`config.mk`:
```
export PLATFORM = sky130hd
export DESIGN_NAME = branch_resolve_unit
export DESIGN_NICKNAME = d
export VERILOG_FILES = /design/src/rtl/branch_resolve_unit.sv
export SDC_FILE = /design/constraint.sdc
export NUM_CORES = 1
export LEC_CHECK = 0
export ABC_AREA = 1
export CAP_MARGIN = 40
export CORE_ASPECT_RATIO = 0.7
export CORE_UTILIZATION = 30
export DETAILED_ROUTE_END_ITERATION = 12
export DONT_BUFFER_PORTS = 1
export GPL_TIMING_DRIVEN = 0
export SETUP_SLACK_MARGIN = 0.1
export SYNTH_ARGS = -nofsm -noshare
export SYNTH_HDL_FRONTEND = slang
export SYNTH_SLANG_ARGS = --single-unit
```
`constraint.sdc`:
```
create_clock -name clk -period 7.5 [get_ports clk]
set_input_delay 1.5 -clock clk [delete_from_list [all_inputs] [get_ports clk]]
set_output_delay 1.5 -clock clk [all_outputs]
set_load 0.005 [all_outputs]
```
`src/rtl/branch_resolve_unit.sv`:
```
// ---------------------------------------------------------------------------
// branch_resolve_unit
//   Execute-side partner of the 2-bit branch predictor. In-flight predictions
//   are held in order in a small circular queue. When execute resolves the
//   oldest branch, the prediction is checked against the real outcome. The
//   predictor is updated one cycle later. A mispredict raises a one-cycle
//   flush with the correct fetch PC and discards every younger entry.
//
//   Optional feature macro: BRU_UNDERFLOW_ERR_EN
//     When defined, adds a sticky 'err' output. It is set the cycle after a
//     resolution arrives with an empty queue outside FLUSH. Only rst clears it.
//
// Ports
//   clk, rst            clock, asynchronous active-high reset
//   pred_valid/pc/taken/target   prediction issued by fetch
//   pred_ready          queue can accept a prediction
//   res_valid/taken/target       resolution of the oldest in-flight branch
//   upd_branch/pc/taken predictor update (1-cycle strobe, pc/taken held)
//   flush, redirect_pc  mispredict flush pulse and correct fetch PC
//   branch_count        resolved branches (saturating)
//   mispredict_count    mispredicted branches (saturating)
//   err                 underflow error, only with BRU_UNDERFLOW_ERR_EN
//
// state   | meaning
// --------+----------------------------------------------------------
// S_RUN   | normal operation, accepting predictions and resolutions
// S_FLUSH | one-cycle flush pulse, queue empty, fetch input ignored
// ---------------------------------------------------------------------------
module branch_resolve_unit #(
  parameter int DEPTH     = 4,
  parameter int PTR_BITS  = 2,
  parameter int CNT_WIDTH = 16
) (
  input  logic                 clk,
  input  logic                 rst,
  input  logic                 pred_valid,
  input  logic [31:0]          pred_pc,
  input  logic                 pred_taken,
  input  logic [31:0]          pred_target,
  output logic                 pred_ready,
  input  logic                 res_valid,
  input  logic                 res_taken,
  input  logic [31:0]          res_target,
  output logic                 upd_branch,
  output logic [31:0]          upd_pc,
  output logic                 upd_taken,
  output logic                 flush,
  output logic [31:0]          redirect_pc,
  output logic [CNT_WIDTH-1:0] branch_count,
  output logic [CNT_WIDTH-1:0] mispredict_count
`ifdef BRU_UNDERFLOW_ERR_EN
  ,
  output logic                 err
`endif
);

  typedef enum logic {S_RUN, S_FLUSH} state_t;

  localparam logic [PTR_BITS:0]    FULL_CNT = DEPTH[PTR_BITS:0];
  localparam logic [PTR_BITS:0]    CNT_ONE  = 1;
  localparam logic [PTR_BITS-1:0]  PTR_ONE  = 1;
  localparam logic [CNT_WIDTH-1:0] STAT_ONE = 1;

  logic [31:0] pc_mem  [DEPTH];
  logic        tkn_mem [DEPTH];
  logic [31:0] tgt_mem [DEPTH];

  state_t                state_q;
  logic [PTR_BITS-1:0]   head_q, head_d;
  logic [PTR_BITS-1:0]   tail_q, tail_d;
  logic [PTR_BITS:0]     count_q, count_d;
  logic                  upd_branch_q;
  logic [31:0]           upd_pc_q;
  logic                  upd_taken_q;
  logic [31:0]           redirect_q;
  logic [CNT_WIDTH-1:0]  br_cnt_q;
  logic [CNT_WIDTH-1:0]  mp_cnt_q;

  logic        push, pop, mispredict;
  logic [31:0] head_pc, head_tgt;
  logic        head_tkn;

  // Ready depends only on registered state, so a same-cycle pop never frees
  // a slot for a same-cycle push.
  assign pred_ready = (count_q != FULL_CNT) && (state_q == S_RUN);
  assign push       = pred_valid && pred_ready;
  assign pop        = res_valid && (count_q != '0);

  assign head_pc  = pc_mem[head_q];
  assign head_tkn = tkn_mem[head_q];
  assign head_tgt = tgt_mem[head_q];

  // The target only matters when the branch was actually taken.
  assign mispredict = pop && ((head_tkn != res_taken) ||
                              (res_taken && (head_tgt != res_target)));

  always_comb begin
    head_d  = head_q;
    tail_d  = tail_q;
    count_d = count_q;
    if (mispredict) begin
      // Everything younger is wrong-path; a push offered now is dropped.
      head_d  = tail_q;
      count_d = '0;
    end else begin
      if (push) tail_d = tail_q + PTR_ONE;
      if (pop)  head_d = head_q + PTR_ONE;
      if (push && !pop)      count_d = count_q + CNT_ONE;
      else if (pop && !push) count_d = count_q - CNT_ONE;
    end
  end

  always_ff @(posedge clk) begin
    if (push && !mispredict) begin
      pc_mem[tail_q]  <= pred_pc;
      tkn_mem[tail_q] <= pred_taken;
      tgt_mem[tail_q] <= pred_target;
    end
  end

  always_ff @(posedge clk or posedge rst) begin
    if (rst) begin
      state_q      <= S_RUN;
      head_q       <= '0;
      tail_q       <= '0;
      count_q      <= '0;
      upd_branch_q <= 1'b0;
      upd_pc_q     <= '0;
      upd_taken_q  <= 1'b0;
      redirect_q   <= '0;
      br_cnt_q     <= '0;
      mp_cnt_q     <= '0;
    end else begin
      head_q       <= head_d;
      tail_q       <= tail_d;
      count_q      <= count_d;
      upd_branch_q <= pop;
      if (pop) begin
        upd_pc_q    <= head_pc;
        upd_taken_q <= res_taken;
        if (br_cnt_q != '1) br_cnt_q <= br_cnt_q + STAT_ONE;
      end
      case (state_q)
        S_RUN: begin
          if (mispredict) begin
            state_q    <= S_FLUSH;
            redirect_q <= res_taken ? res_target : head_pc + 32'd4;
            if (mp_cnt_q != '1) mp_cnt_q <= mp_cnt_q + STAT_ONE;
          end
        end
        S_FLUSH: state_q <= S_RUN;
        default: state_q <= S_RUN;
      endcase
    end
  end

  assign upd_branch       = upd_branch_q;
  assign upd_pc           = upd_pc_q;
  assign upd_taken        = upd_taken_q;
  assign flush            = (state_q == S_FLUSH);
  assign redirect_pc      = redirect_q;
  assign branch_count     = br_cnt_q;
  assign mispredict_count = mp_cnt_q;

`ifdef BRU_UNDERFLOW_ERR_EN
  logic err_q;

  always_ff @(posedge clk or posedge rst) begin
    if (rst) begin
      err_q <= 1'b0;
    end else if (res_valid && (count_q == '0) && (state_q == S_RUN)) begin
      err_q <= 1'b1;
    end
  end

  assign err = err_q;
`endif

endmodule

```
-- Word level (Yosys, flattened, before mapping)
Memories as Yosys holds them, arrays and structs flattened.
Index checks and enable logic that the tools add are counted.
- multipliers: 0
- $lt $le $gt $ge: 0
- bitwise logic cells: 2
- shift operators: 0
- divide/modulo/power cells: 0
- $add $sub $neg: 7
- reduce and logical (&&, ||, !) cells: 19
- equal/unequal tests: 5
- multiplexer cells: 10
- operators by type and width (operator ; number):
    16-bit by 1-bit adder with 16-bit output, second input constant ; 2
    32-bit by 3-bit adder with 32-bit output, second input constant ; 1
    32-bit two-way mux ; 1
    16-bit inequality test, second input constant ; 2
    32-bit inequality test ; 1
    3-bit two-way mux ; 3
    1-bit logical AND ; 8
    2-bit AND reduction ; 3
    3-bit nonzero test ; 2
    2-bit by 1-bit adder with 2-bit output, second input constant ; 2
    2-bit two-way mux ; 2
    3-bit by 1-bit adder with 3-bit output, second input constant ; 1
    1-bit logical NOT ; 3
    1-bit two-way mux ; 3
    3-bit inequality test, second input constant ; 1
    3-bit AND reduction ; 1
    3-bit by 1-bit subtractor with 3-bit output, second input constant ; 1
    1-bit inverter ; 2
    1-bit case mux with 2 select lines ; 1
    2-bit nonzero test ; 1
    1-bit logical OR ; 1
    1-bit inequality test ; 1
- bits in latches: 0
- memories kept: 3
- output and inout port bits: 100
- ROM bits: 0
- register bits: 106
- input port bits: 102
- memory bits (writable): 260
- word-level logic and storage cells: 56
- memories (memory ; depth ; width ; read ports ; clocked after memory_dff ; write ports ; line ; source):
    pc_mem ; 4 ; 32 ; 1 ; 0 ; 1 ; 64 ; logic [31:0] pc_mem [DEPTH];
    tgt_mem ; 4 ; 32 ; 1 ; 0 ; 1 ; 66 ; logic [31:0] tgt_mem [DEPTH];
    tkn_mem ; 4 ; 1 ; 1 ; 0 ; 1 ; 65 ; logic tkn_mem [DEPTH];

-- Logic depth before layout (Yosys ltp)
Gate-level depths: netlist (run 1).
An unclocked memory read counts as a cell.
- depth after elaboration: 9
- depth in mapped cells: 20
- gate-level depth less buffers: 16

-- Worst setup path before layout (run 1)
No wires, ideal clock.
- path kind: in2reg
- start point: input res_taken
- end point: memory pc_mem[0][0], enable pin
- buffers on the path: 1
- setup slack: 1.743 ns
- setup time: 0.489 ns
- cell stages on the path: 9
- arrival: 5.268 ns
- path through: clkbuf_1 nand3_1 nor2_1 nand2_1 nor2_1 nand3_2 o21bai_4 nand2_1 nor2_1
- longest elaborated chain between the ends: 7
- elaborated cells between the ends (all ways): 8
- those cells by class: eq/ne: 1; mux: 2; reduce/logical: 5
- RTL lines (element ; line ; source):
    start, declared ; 42 ; input logic res_taken,
    1-bit inequality test or 1-bit logical AND (tied branches) ; 94, 95 ;
    1-bit logical OR * ; 94 ; assign mispredict = pop && ((head_tkn != res_taken) ||
    1-bit logical AND * ; 94 ;
    1-bit logical NOT * ; 114 ; if (push && !mispredict) begin
    1-bit logical AND * ; 114 ;
    1-bit two-way mux * ; 114 ;
    1-bit two-way mux (implied by the code) * ; 115 ; pc_mem[tail_q] <= pred_pc;
    end, declared ; 64 ;
Every way passes the cells marked *; elsewhere a longest branch is shown, timed or not.

-- Worst setup path in the final report (run 1)
- start point: register head_q[0]
- end point: memory tgt_mem[2][12], enable pin
- longest elaborated chain between the ends: 9
- elaborated cells between the ends (all ways): 11
- those cells by class: eq/ne: 2; mux: 2; reduce/logical: 5; memory: 2
- RTL lines (element ; line ; source):
    start, declared ; 69 ; logic [PTR_BITS-1:0] head_q, head_d;
    start signal, assigned ; 124 ; head_q <= '0;
    start signal, assigned ; 134 ; head_q <= head_d;
    memory read 4 x 32 bit ; n/a ;
    32-bit inequality test ; 95 ; (res_taken && (head_tgt != res_target)));
    1-bit logical AND ; 95 ;
    1-bit logical OR * ; 94 ;
    1-bit logical AND * ; 94 ;
    1-bit logical NOT * ; 114 ;
    1-bit logical AND * ; 114 ;
    1-bit two-way mux * ; 114 ;
    1-bit two-way mux (implied by the code) * ; 117 ; tgt_mem[tail_q] <= pred_target;
    end, declared ; 66 ;
Marks and branches as above.

==> flow_summary.ini, run 1 <==
[clocking]
insertion_delay_ns = 0.53
cts_buffer_depth = 3
clock-sinks = 366
cts_tree = yes
cts-buffers-inserted = 37
postCtsResizedCells = 0
cts_max_level = 2
hold_buffers = 0
root_buffer = clkbuf_16
postCtsSetupBuffers = 0
clkTransAtPathRegs_ns = 0.06

[grt]
grt_antenna_before_repair = 2
grt_max_degree = 55
grt-ovfl-total = 0
grt_use_total_pct = 18.8
grt_pass1_vias = 11815
grt_pass1_wl_um = 78400

[routing]
totalWireLength_um = 53100
drt_iter0_markers = 1081
route.detailed.vias_per_inst = 4.79
routedWlPerCell_um = 20.6
vias = 12374
drc_errors = 0
firstDrtPassIters = 6
postRouteAntennaNets = 0

[min_path]
hp-class = flop to flop
whs_path_depth = 1
min_to = branch_count[9]
min-delay-start = branch_count[9]

[timing]
drv_slew = 0
period_share_pct = 52.8
setup-violations-final = 0
slew_headroom_pct = 45.4
clock_skew_ns = 0.00991
fin_setup_tns_ns = 0
rsz0062_at_grt = false
min_period_ns = 3.96
hold_viol = 0
fmax_mhz = 252
tightest_slew_ns = 0.819

[die]
die_h_um = 200
die_w_um = 284
dieArea_um2 = 56700
io_pins = 202
coreArea_um2 = 55100
start_util_pct = 30.4
core.rowCount = 72

[setup_path]
crit_required_ns = 7.73
path_max_fanout = 19
rrSetupSlack_ns = 3.54
r2r-end = tgt_mem[2][12]
critPathCaptureType = flop
worstReg2RegStart = head_q[0]
reg2reg_depth = 18
cp-start-kind = flop
crit_type = flop to flop
cp.arrival_ns = 4.19

[synth]
synth_cell_types = 34
ys_seq_area_share_pct = 62.5
avgSynthCellArea_um2 = 9.50
synth.area.top_cells = edfxtp_1, dfrtp_1, nand2_1
netlist_area_um2 = 16700
synth_nets = 1871
ys_seq_elements = 366
synth.top_cell.area_share_pct = 46.7
synthCells = 1761
synth.yosys.warnings = 0
synth.largest_area_cell = edfxtp_1

[pwr]
pwr-share-clk_pct = 24.4
power-per-cell-area_nw_per_um2 = 400
switching_share_pct = 40.0
switching_power_mw = 3.07
power_frac_comb_pct = 36.2
power_leakage_nw = 7.92
seqPwrFrac_pct = 39.4
vdd_drop_max_v = 0.000179
power.internal_mw = 4.59

[layout]
final_cells = 2581
final_cell_mix = nand2_1, edfxtp_1, nor2_1
syn2layout_area_growth_pct = 14.6
nets = 1923
final_common_cell = nand2_1
drive_above_1_share_pct = 7.29
finish.utilization_pct = 34.8

[placement]
portBuffers = 0
place_inst = 2513
place.gp.congestion = 0.912
dp_hpwl_um = 40000

[status]
outcome = finished, final reports clean

[flow_run]
maxCapViolCount = 0
## how the worst max path moves through the flow
| stage | startpoint | end | slack [ns] |
|---|---|---|---|
| finish | head_q[0] | tgt_mem[2][12] | 3.54 |
| global route | head_q[0] | tgt_mem[2][12] | 3.28 |
| CTS | head_q[0] | pc_mem[1][12] | 3.39 |
| detailed placement | res_target[1] | pc_mem[1][12] | 2.94 |
| global placement | res_target[1] | tgt_mem[3][6] | -1.42 |
| floorplan | res_taken | pc_mem[0][0] | 1.74 |
## routing by layer
layer / track usage [%] / share of wire (%) / up-vias
met5: 0 / 0 / -
met4: 3.39 / 1.5 / 0
met3: 7.10 / 12 / 68
met2: 28.7 / 44 / 471
met1: 25.4 / 43 / 5937
li1: - / - / 5898
## cells by family after synthesis
kind of cell             after synthesis  synth area share [%]
AO/OA/AOI/OAI                        139                  4.44
XOR/XNOR                              34                  1.78
adder cells (fa/ha/maj)                8                 0.643
buffers and inverters                221                  6.12
flip-flops                           366                  62.5
AND/OR/NAND/NOR                      993                  24.5
## state kept, by name, indices dropped and copies added (netlist names)
register and count:
pc_mem 128, tgt_mem 128, redirect_pc 32, upd_pc 32
branch_count 16, mispredict_count 16, tkn_mem 4, count_q 3
head_q 2, tail_q 2, flush 1, upd_branch 1
upd_taken 1
## per-stage QoR
| stage | setup WS, ns | instance area (um^2) | power (mW) | hold WS, ns |
|---|---|---|---|---|
| 5_1_grt | 3.28 | 19200 | 8.17 | 0.559 |
| 3_3_place_gp | -1.42 | 17700 | 5.75 | 0.517 |
| 6_report | 3.54 | 19200 | 7.66 | 0.530 |
| 2_1_floorplan | 1.74 | 16700 | 4.75 | 0.465 |
| 3_5_place_dp | 2.94 | 18000 | 5.83 | 0.524 |
| 4_1_cts | 3.39 | 19200 | 7.71 | 0.538 |
## critical path, stage by stage, from the launching register on
cell and delay (ns):
dfrtp_1 0.37, buf_6 0.15, inv_2 0.09, buf_6 0.22, buf_6 0.19, nand2_1 0.06
nand3_1 0.09, nand3b_1 0.09, nand2_1 0.07, nand2_1 0.07, nor2_1 0.11, nand2_1 0.08
nor2_1 0.39, inv_2 0.12, o21bai_4 0.23, nand2_1 0.30, nor2_4 0.56, buf_16 0.24
buf_12 0.19
## power groups by stage
stage	Combinational, mW	Clock (mW)	Sequential (mW)
2_1_floorplan	1.87	0	2.88
3_3_place_gp	2.64	0	3.11
3_5_place_dp	2.76	0	3.07
4_1_cts	2.77	1.91	3.03
5_1_grt	3.13	1.98	3.06
6_report	2.77	1.87	3.02
## final cells by class
| class | count | area (um^2) |
|---|---|---|
| sequential | 366 | 10500 |
| fill | 5562 | 35900 |
| antenna | 2 | 5.00 |
| clock buffer | 52 | 1030 |
| buffer | 70 | 457 |
| inverter | 151 | 572 |
| multi-input combinational | 1174 | 5280 |
| tap | 740 | 926 |
| timing repair buffer | 13 | 283 |
| clock inverter | 13 | 169 |
## Yosys cell counts (all sizes together)
master and number:
a31oi 22, a21oi 7, nor2 256, inv 151
nor4 1, o21bai 1, o21ai 106, nand3 122
buf 46, clkbuf 24, nand4 31, dfrtp 106
xnor2 16, fa 1, ha 7, or2 3
nor3b 1, o22ai 2, nand3b 20, edfxtp 260
xor2 18, o31a 1, nand2 548, nor3 11
(Power assumes the default switching activity.)
==> run 2: changes to the inputs <==
--- a/config.mk
+++ b/config.mk
@@ -5,7 +5,7 @@
 export SDC_FILE = /design/constraint.sdc
 export NUM_CORES = 1
 export LEC_CHECK = 0
-export ABC_AREA = 1
+export ABC_AREA = 0
 export CAP_MARGIN = 40
 export CORE_ASPECT_RATIO = 0.7
 export CORE_UTILIZATION = 30
==> constraint.sdc (replaced) <==
create_clock -name clk -period 3.5 [get_ports clk]
set_input_delay 0.7 -clock clk [delete_from_list [all_inputs] [get_ports clk]]
set_output_delay 0.7 -clock clk [all_outputs]
set_load 0.005 [all_outputs]
==> run 2 against run 1 <==
The run now ends with negative setup slack left. Sequential power increased by 110%. Clock skew increased by 0.026 ns. Sequential share of layout area increased by 0.90 points. Utilization increased by 2.4 points. Routed wire length decreased by 10%. Critical endpoint is now pc_mem[0][16]. Largest power group unchanged.
==> flow_summary.ini, run 2 <==
[layout]
seqCellArea_um2 = 10500
syn2layout_area_growth_pct = 22.2
diodes = 0
largestRegisters = pc_mem (128), tgt_mem (128)
multi_input_area_um2 = 4880
nets = 1224
drive_above_1_share_pct = 23.5
final_common_cell = edfxtp_1
final_cell_mix = edfxtp_1, nand2_1, dfrtp_1
nFillCells = 4783
fin_area_um2 = 18900

[die]
die_h_um = 192
core.rowCount = 69
coreArea_um2 = 50800
io_pins = 202
die_w_um = 273
dieArea_um2 = 52400
start_util_pct = 30.4

[grt]
grt_antenna_before_repair = 1
grt_use_met1_pct = 23.3
grt_max_degree = 39
grt_use_total_pct = 17.4
grt_pass1_wl_um = 64600
grt_pass1_vias = 8869
use_met3_pct = 8.21
grt_busiest_layer = met2
met2_usage_pct = 25.6
grt-ovfl-total = 0

[synth]
synth_common_cells = edfxtp_1, nand2_1, dfrtp_1
ys_seq_area_share_pct = 67.7
synth.area.top_cells = edfxtp_1, dfrtp_1, mux4_2
synth.largest_area_cell = edfxtp_1
synthCells = 1000
synthXorXnorAreaFrac_pct = 4.82
synth_adder_area_share_pct = 0.697
synthMostInstantiatedCell = edfxtp_1
synth.yosys.warnings = 0
synth_top_family_by_area = multiplexers
avgSynthCellArea_um2 = 15.4
synth_compound_area_share_pct = 3.01
synth_ff_type = edfxtp_1
synth_cell_types = 62
synth.top_cell.area_share_pct = 50.5
ys_seq_elements = 366
synth_nets = 1110
synth_edf_count = 260
synthSimpleGateAreaFrac_pct = 8.91
netlist_area_um2 = 15400
synthMuxAreaShare_pct = 13.0
synthArstFlopShare_pct = 29.0

[timing]
min_period_ns = 3.65
slew_headroom_pct = 45.4
tightest_slew_ns = 0.819
hold_viol = 0
setup_slack_ns = -0.148
rsz0062_at_grt = true
setup-violations-final = 213
fmax_mhz = 274
period_share_pct = 104
drv_slew = 0
clock_skew_ns = 0.0364

[setup_path]
critPathSlowestCell = mux4_2
crit_required_ns = 3.73
crit_type = flop to flop
cp.arrival_ns = 3.88
path_max_fanout = 8
cp-start-kind = flop
path_cells = buf_12 -> buf_4 -> mux4_2 -> xor2_1 -> nor4_2 -> nand4_1 -> nor4_4 -> a31oi_4 -> a21oi_4 -> buf_12 -> and2_4 -> buf_12 -> clkbuf_16
cpMostUsedCell = buf_12
critPathCaptureType = flop
max_stage_delay_ns = 0.49

[clocking]
cts_tree = yes
insertion_delay_ns = 0.55
clkTransAtPathRegs_ns = 0.07
root_buffer = clkbuf_16
cts-buffers-inserted = 37
clock-sinks = 366
cts_max_level = 2
cts_buffer_depth = 3

[routing]
totalWireLength_um = 47500
postRouteAntennaNets = 0
vias = 9027
route.detailed.vias_per_inst = 4.97
drc_errors = 0
firstDrtPassIters = 5
routedWlPerCell_um = 26.2
drt_iter0_markers = 756

[placement]
dpl_cell_area_um2 = 16500
portBuffers = 0
pre_cts_ws_ns = -0.922
place.gp.congestion = 0.804
dp_hpwl_um = 31700

[pwr]
seqPwrFrac_pct = 40.2
pwr-share-clk_pct = 25.1
vdd_drop_max_v = 0.000379
power_leakage_nw = 6.89
power.internal_mw = 10.6
power_frac_comb_pct = 34.7
switching_share_pct = 33.9
switching_power_mw = 5.43
power-per-cell-area_nw_per_um2 = 849

[flow_run]
maxCapViolCount = 0

[status]
outcome = finished with violations
violations = negative setup slack

[min_path]
hp-class = input pin to asynchronous set/reset pin
## run 2: power by group through the flow
stage	clock network [mW]	logic, mW	registers [mW]
global placement	0	4.32	6.55
global route	4.27	5.95	6.56
finish	4.02	5.56	6.45
CTS	4.10	4.99	6.47
detailed placement	0	4.46	6.55
floorplan	0	3.19	6.17
## run 2: worst paths after layout
check / endpoint / cells after the start / from / slack [ns]
hold / removal: redirect_pc[12] / 1 / rst / 0.08
max in group asynchronous: upd_pc[16] / 2 / rst / 2.84
min in group clk: tgt_mem[0][4] / 0 / pred_target[4] / 0.24
hold reg to reg: upd_pc[2] / 2 / upd_pc[2] / 0.50
setup reg to reg: pc_mem[0][16] / 13 / head_q[0] / -0.15
setup / recovery: pc_mem[0][16] / 13 / head_q[0] / -0.15
## run 2: area by class of cell
cell class                      count  area share [%]
Buffer                             38            1.80
Clock buffer                       41            5.15
Clock inverter                     25            1.30
Inverter                           15           0.318
Multi-Input combinational cell    586            25.9
Sequential cell                   366            55.4
Tap cell                          674            4.47
Timing Repair Buffer               70            5.67
## run 2: metal layers
metal | vias up | wire (um)
li1 | 3978 | -
met3 | 64 | 6100
met5 | - | 13
met4 | 2 | 880
met1 | 4627 | 20500
met2 | 356 | 20000
## run 2: logic make-up after synthesis
logic type                 after synthesis
xor gates and xnor gates                85
adders and majority gates                8
DFF                                    366
AOI/OAI and AO/OA                       75
muxes                                  122
and+or+nand+nor                        291
buffers and inverters                   53
## run 2: what timing repair did
action                     CTS  global route
hold buffers                 0             0
resized for setup           35            38
pin swaps                   10            13
setup buffers               17            30
gates cloned                 7            15
setup endpoints to repair  314           307
## run 2: per-stage QoR
step | hold WS, ns | TNS, ns | total power, mW | utilization, % | instances
after CTS | 0.0700 | -21.30 | 15.6 | 35.9 | 1772
after global routing | 0.0943 | -42.55 | 16.8 | 37.2 | 1815
after detailed placement | 0.496 | -214.34 | 11.0 | 32.5 | 1682
after floorplan | 0.470 | -54.26 | 9.36 | - | 1000
final | 0.0756 | -19.13 | 16.0 | 37.2 | 1815
after global placement | 0.495 | -465.34 | 10.9 | 32.1 | 1674
## run 2: worst max-delay path, delay by kind of cell, from the launching register on
family	cells	cell delay [ns]
and+or+nand+nor	4	1.04
buffers and inverters	5	0.76
muxes	1	0.49
DFF	1	0.44
AOI/OAI and AO/OA	2	0.43
xor gates and xnor gates	1	0.16
